**src/rtl/decoder_nand_nor_pkg.sv**
```systemverilog
// Shared definitions for the decoder-based NAND/NOR generator: minterm indices
// and the one-hot decoder output type.
package decoder_nand_nor_pkg;

    localparam int SEL_00 = 0;
    localparam int SEL_01 = 1;
    localparam int SEL_10 = 2;
    localparam int SEL_11 = 3;

    typedef logic [3:0] dec4_t;

endpackage

```
**src/rtl/decoder_nand_nor_dec2to4.sv**
```systemverilog
// 2-to-4 line decoder without enable: exactly one output minterm is high for
// each 2-bit select value.
module dec2to4
    import decoder_nand_nor_pkg::*;
(
    input  logic [1:0] sel_i,
    output dec4_t      y_o
);

    always_comb begin
        y_o = '0;
        for (int k = 0; k < 4; k++) begin
            y_o[k] = (sel_i == 2'(k));
        end
    end

endmodule

```
**src/rtl/decoder_nand_nor.sv**
```systemverilog
// Universal-gate generator: per-lane 2-to-4 decode, minterms ORed into NAND/NOR,
// plus a one-stage registered copy. DECODER_NAND_NOR_FULLSET_EN adds AND/OR/XOR/XNOR.
module decoder_nand_nor
    import decoder_nand_nor_pkg::*;
#(
    parameter int WIDTH = 1
) (
    input  logic               clk,
    input  logic               rst,
    input  logic [WIDTH-1:0]   a,
    input  logic [WIDTH-1:0]   b,
    input  logic               in_valid,
    output logic [WIDTH-1:0]   nand_g,
    output logic [WIDTH-1:0]   nor_g,
    output logic [4*WIDTH-1:0] dec_y,
    output logic [WIDTH-1:0]   nand_q,
    output logic [WIDTH-1:0]   nor_q,
`ifdef DECODER_NAND_NOR_FULLSET_EN
    output logic [WIDTH-1:0]   and_g,
    output logic [WIDTH-1:0]   or_g,
    output logic [WIDTH-1:0]   xor_g,
    output logic [WIDTH-1:0]   xnor_g,
    output logic [WIDTH-1:0]   and_q,
    output logic [WIDTH-1:0]   or_q,
    output logic [WIDTH-1:0]   xor_q,
    output logic [WIDTH-1:0]   xnor_q,
`endif
    output logic               out_valid
);

    logic [WIDTH-1:0] nand_q_reg;
    logic [WIDTH-1:0] nor_q_reg;
    logic             out_valid_q;

    // Every gate output is an OR of minterms; a/b never feed a gate directly.
    for (genvar gi = 0; gi < WIDTH; gi++) begin : g_lane
        dec4_t lane_y;

        dec2to4 u_dec (
            .sel_i ({a[gi], b[gi]}),
            .y_o   (lane_y)
        );

        assign dec_y[4*gi +: 4] = lane_y;
        assign nand_g[gi]       = lane_y[SEL_00] | lane_y[SEL_01] | lane_y[SEL_10];
        assign nor_g[gi]        = lane_y[SEL_00];
`ifdef DECODER_NAND_NOR_FULLSET_EN
        assign and_g[gi]  = lane_y[SEL_11];
        assign or_g[gi]   = lane_y[SEL_01] | lane_y[SEL_10] | lane_y[SEL_11];
        assign xor_g[gi]  = lane_y[SEL_01] | lane_y[SEL_10];
        assign xnor_g[gi] = lane_y[SEL_00] | lane_y[SEL_11];
`endif
    end

`ifdef DECODER_NAND_NOR_FULLSET_EN
    logic [WIDTH-1:0] and_q_reg;
    logic [WIDTH-1:0] or_q_reg;
    logic [WIDTH-1:0] xor_q_reg;
    logic [WIDTH-1:0] xnor_q_reg;
`endif

    // Results load only on qualified edges; out_valid tracks in_valid every edge.
    always_ff @(posedge clk) begin
        if (rst) begin
            nand_q_reg  <= '0;
            nor_q_reg   <= '0;
            out_valid_q <= 1'b0;
`ifdef DECODER_NAND_NOR_FULLSET_EN
            and_q_reg   <= '0;
            or_q_reg    <= '0;
            xor_q_reg   <= '0;
            xnor_q_reg  <= '0;
`endif
        end else begin
            out_valid_q <= in_valid;
            if (in_valid) begin
                nand_q_reg <= nand_g;
                nor_q_reg  <= nor_g;
`ifdef DECODER_NAND_NOR_FULLSET_EN
                and_q_reg  <= and_g;
                or_q_reg   <= or_g;
                xor_q_reg  <= xor_g;
                xnor_q_reg <= xnor_g;
`endif
            end
        end
    end

    assign nand_q    = nand_q_reg;
    assign nor_q     = nor_q_reg;
    assign out_valid = out_valid_q;
`ifdef DECODER_NAND_NOR_FULLSET_EN
    assign and_q  = and_q_reg;
    assign or_q   = or_q_reg;
    assign xor_q  = xor_q_reg;
    assign xnor_q = xnor_q_reg;
`endif

endmodule

```
**config.mk**
```make
export PLATFORM = sky130hd
export DESIGN_NAME = decoder_nand_nor
export DESIGN_NICKNAME = d
export VERILOG_FILES = /design/src/rtl/decoder_nand_nor_pkg.sv /design/src/rtl/decoder_nand_nor_dec2to4.sv /design/src/rtl/decoder_nand_nor.sv
export SDC_FILE = /design/constraint.sdc
export NUM_CORES = 1
export LEC_CHECK = 0
export CAP_MARGIN = 5
export CORE_AREA = 2 2 39 41
export DETAILED_ROUTE_END_ITERATION = 10
export DIE_AREA = 0 0 41 43
export PLACE_DENSITY = 0.47
export SETUP_SLACK_MARGIN = 0.05
export SKIP_CTS_REPAIR_TIMING = 1
export SLEW_MARGIN = 0
export SYNTH_ARGS = -nofsm -noshare
export SYNTH_HDL_FRONTEND = slang
export SYNTH_SLANG_ARGS = --single-unit
```
**constraint.sdc**
```tcl
create_clock -name clk -period 1.1 [get_ports clk]
set_input_delay 0.11 -clock clk [delete_from_list [all_inputs] [get_ports clk]]
set_output_delay 0.11 -clock clk [all_outputs]
set_load 0.01 [all_outputs]
```
# Word level (Yosys, flattened, before mapping)
# Cells that the tools add are included.
dict set report classes {
  add_sub_neg 0
  multipliers 0
  n_div 0
  n_lt_le_gt_ge 0
  n_eq_ne 3
  shifts 0
  n_mux 0
  bitwise_logic 2
  reduce_logical 1
}
# cell n
set ops {}
lappend ops {{$eq 2x2->1 const B} 2}
lappend ops {{$eq 2x1->1 const B} 1}
lappend ops {{$logic_not 2->1} 1}
lappend ops {{$or 1x1->1} 2}
dict set report word_totals {
  regBits 3
  latchBits 0
  mem_bits_rw 0
  romBits 0
  in_bits 5
  out_inout_bits 9
  word_cells 9
  n_memories 0
}

# Depth between registers and ports, before layout
dict set report logic_depth {
  depth_word 3
  mapped_depth 2
  mapped_depth_nobuf 2
}

# By module
# Synthesis repeated with hierarchy kept, for this count alone.
dict set report unflattened {
  cells_unflattened 15
  area_unflattened_um2 133.9
}
# module n_inst cells_per_inst area_each_um2 seq_area_each_um2
set by_module_without_submodules {}
lappend by_module_without_submodules {decoder_nand_nor 1 11 107.6 60.1}
lappend by_module_without_submodules {dec2to4 1 4 26.3 0.0}

# Least setup slack after synthesis
# OpenSTA, ideal clock, no wires.
dict set report synth_timing {
  kind {flip-flop to flip-flop}
  startpoint {register nor_q (netlist name)}
  endpoint {register nor_q_reg (netlist: nor_q)}
  setup_time_ns 0.114
  arrival_time_ns 0.584
  required_time_ns 0.986
  slack_ns 0.402
  path_stages_with_launch 3
  n_path_buf 0
  period_less_slack_ns 0.698
  cell_sequence {dfxtp_1 > nor3b_1 > a21o_1}
}
# element line_no
set synth_rtl {}
lappend synth_rtl {{end signal: assignment} decoder_nand_nor.sv:78} ;# nor_q_reg <= nor_g;
lappend synth_rtl {{end: declaration} decoder_nand_nor.sv:32} ;# logic [WIDTH-1:0] nor_q_reg;

# Final worst setup path
dict set report layout_timing {
  startpoint {register nand_q_reg (netlist: nand_q)}
  endpoint {output nand_q}
}
# element line_no
set layout_rtl {}
lappend layout_rtl {{start: declaration} decoder_nand_nor.sv:31} ;# logic [WIDTH-1:0] nand_q_reg;
lappend layout_rtl {{start signal: assignment} decoder_nand_nor.sv:77} ;# nand_q_reg <= nand_g;
lappend layout_rtl {{end: declaration} decoder_nand_nor.sv:16} ;# output logic [WIDTH-1:0] nand_q,
# No word-level cell between the ends.

==> results.ini <==
[power]
sequentialPowerShare_pct = 30.6
power.density_mw_per_mm2 = 1130
p_leak_nw = 0.257
power.switching_mw = 0.0862
internal-power_mw = 0.300
ir_worst_vdd_mv = 0.397
p_comb_share_pct = 20.8
pwr-share-clk_pct = 48.6
p_sw_share_pct = 22.3
power_mw = 0.386

[grt]
grt_usage_pct = 6.12
grt_pass1_wl_um = 641
grt_pass1_vias = 163
antenna_found_initial = 0
grt_max_degree = 5
grt-ovfl-total = 0

[critical_path]
crit_arrival_ns = 0.71
endpoint = nand_q
path_buf_inv = 1
crit_fanout = 2
ff2ff_setup_slack_ns = 0.42
critical_path.cell_chain = dlymetal6s2s_1
cp-end-kind = output pin
critical-path-top-delay-family = flip-flops
slowest_delay_ns = 0.32
regToRegEndpoint = nor_q
crit_start = nand_q
cp_slowest_cell = dfxtp_1
reg2reg_depth = 2
start_kind = flop
critical_path_required_ns = 0.99
crit_cells = 1
criticalPathCategory = flop to output pin
r2r_start = nor_q

[worst_hold_path]
hp-class = input port to flop

[routing]
vias = 150
totalWireLength_um = 435
drt_iter0_drc = 0
via_per_inst = 3.19
remaining_drc_errors = 0
drt_pass1_iterations = 1
ant_nets = 0
wl_per_cell_um = 9.26

[synth]
synth_area_um2 = 143
seq_area_frac_synth_pct = 42.1
syn_nets = 19
synthCells = 14
yosys_warnings = 0
synth_cell_types = 11
ys_seq_elements = 3
syn_area_per_cell_um2 = 10.2

[timing]
rsz0062_at_grt = false
slew_violations = 0
layout_min_cycle_time_ns = 0.818
hold_viol_final = 0
finalSetupTns_ns = 0
max_freq_mhz = 1220
timing.final.crit_share_pct = 74.4
tightestPinTransition_ns = 0.186
fin_skew_ns = 0
maxSlewHeadroom_pct = 87.5
finalSetupViolCount = 0

[placed_design]
io_buffers = 13
place.gp.congestion = 0.569
dpl.hpwl_um = 344

[floorplan]
rows = 14
dieHeight_um = 43
io_pins = 14
core_mm2 = 0.00138
dieWidth_um = 41
dieArea_mm2 = 0.00176
initial_utilization_pct = 10.3

[clock_tree]
clock-root-buffer = clkbuf_4
clock_path_buffers = 2
path_clk_slew_ns = 0.04
h-tree-depth = 1
numCtsBuffers = 3
cts_tree = built
clk_latency_ns = 0.23
clock-sinks = 3

[status]
status = complete, no violations

[finish]
num_antenna_cells = 0
nets = 37
fillers = 156
utilization_pct = 24.7
drive_gt1_share_pct = 29.0
syn2layout_area_growth_pct = 139

[flow_run]
maxCapViolCount = 0

-- kinds of logic (layout without fill, tap and decap cells) --
| kind of cell | after synthesis | count (layout) | synth area share, % |
|---|---|---|---|
| buffers and inverters | 2 | 19 | 7.89 |
| AND/OR/NAND/NOR | 7 | 7 | 36.0 |
| AO/OA/AOI/OAI | 2 | 2 | 14.0 |
| flip-flops | 3 | 3 | 42.1 |
-- worst min-delay path by stage --
stage | from | to | cells past startpoint
floorplan | rst | nand_q | 1
global placement | nand_q | nand_q | 2
detailed placement | nand_q | nand_q | 2
CTS | rst | out_valid | 2
global route | b | nor_q | 3
finish | b | nor_q | 3
-- final cells by class --
type                            count  area, µm²  area share (%)
Multi-Input combinational cell      9       73.8            21.6
Clock buffer                        4       26.3            7.69
Timing Repair Buffer               14        158            46.2
Sequential cell                     3       60.1            17.6
Inverter                            1       3.75            1.10
Tap cell                           16       20.0            5.86
-- per-layer routing --
layer / global-route usage (%) / share of wire (%)
met5: 0 / 0
met4: 6.00 / 2.8
met3: 6.28 / 22
met2: 5.94 / 28
met1: 6.73 / 47
-- cells in the final DEF, fill, tap and decap left out --
cell	count
clkbuf_2	1
a211oi_2	1
nor2_1	1
nor2_2	1
inv_1	1
clkdlybuf4s50_1	2
a21o_1	1
and2b_1	1
dfxtp_1	3
nor2b_4	1
clkbuf_1	1
dlymetal6s2s_1	10
buf_4	1
nor2b_1	1
nor3b_1	1
clkbuf_4	3
and2_4	1
-- cell usage after synthesis, drive strengths merged --
cell type	instances	share of area [%]
a21o	1	5.3
a211oi	1	8.8
and2b	1	5.3
dfxtp	3	42
nor2b	2	14
inv	1	2.6
and2	1	6.1
buf	1	5.3
nor2	2	5.3
nor3b	1	5.3
-- metrics by stage --
step | instance area (µm²) | setup WS, ns | hold slack [ns] | std cells
floorplan | 143 | 0.402 | 0.175 | 14
global placement | 293 | -0.425 | 0.525 | 43
detailed placement | 293 | -0.404 | 0.537 | 43
CTS | 319 | -0.412 | 0.539 | 47
global route | 342 | 0.233 | 0.311 | 47
finish | 342 | 0.282 | 0.302 | 47
-- power by group through the flow --
stage	sequential, mW	clock (mW)	combinational, mW
5_1_grt	0.119	0.207	0.0871
3_5_place_dp	0.120	0	0.0872
3_3_place_gp	0.120	0	0.0868
6_report	0.118	0.188	0.0803
2_1_floorplan	0.123	0	0.0275
4_1_cts	0.118	0.197	0.0875
Note: power is estimated with default switching activity, not from simulation.
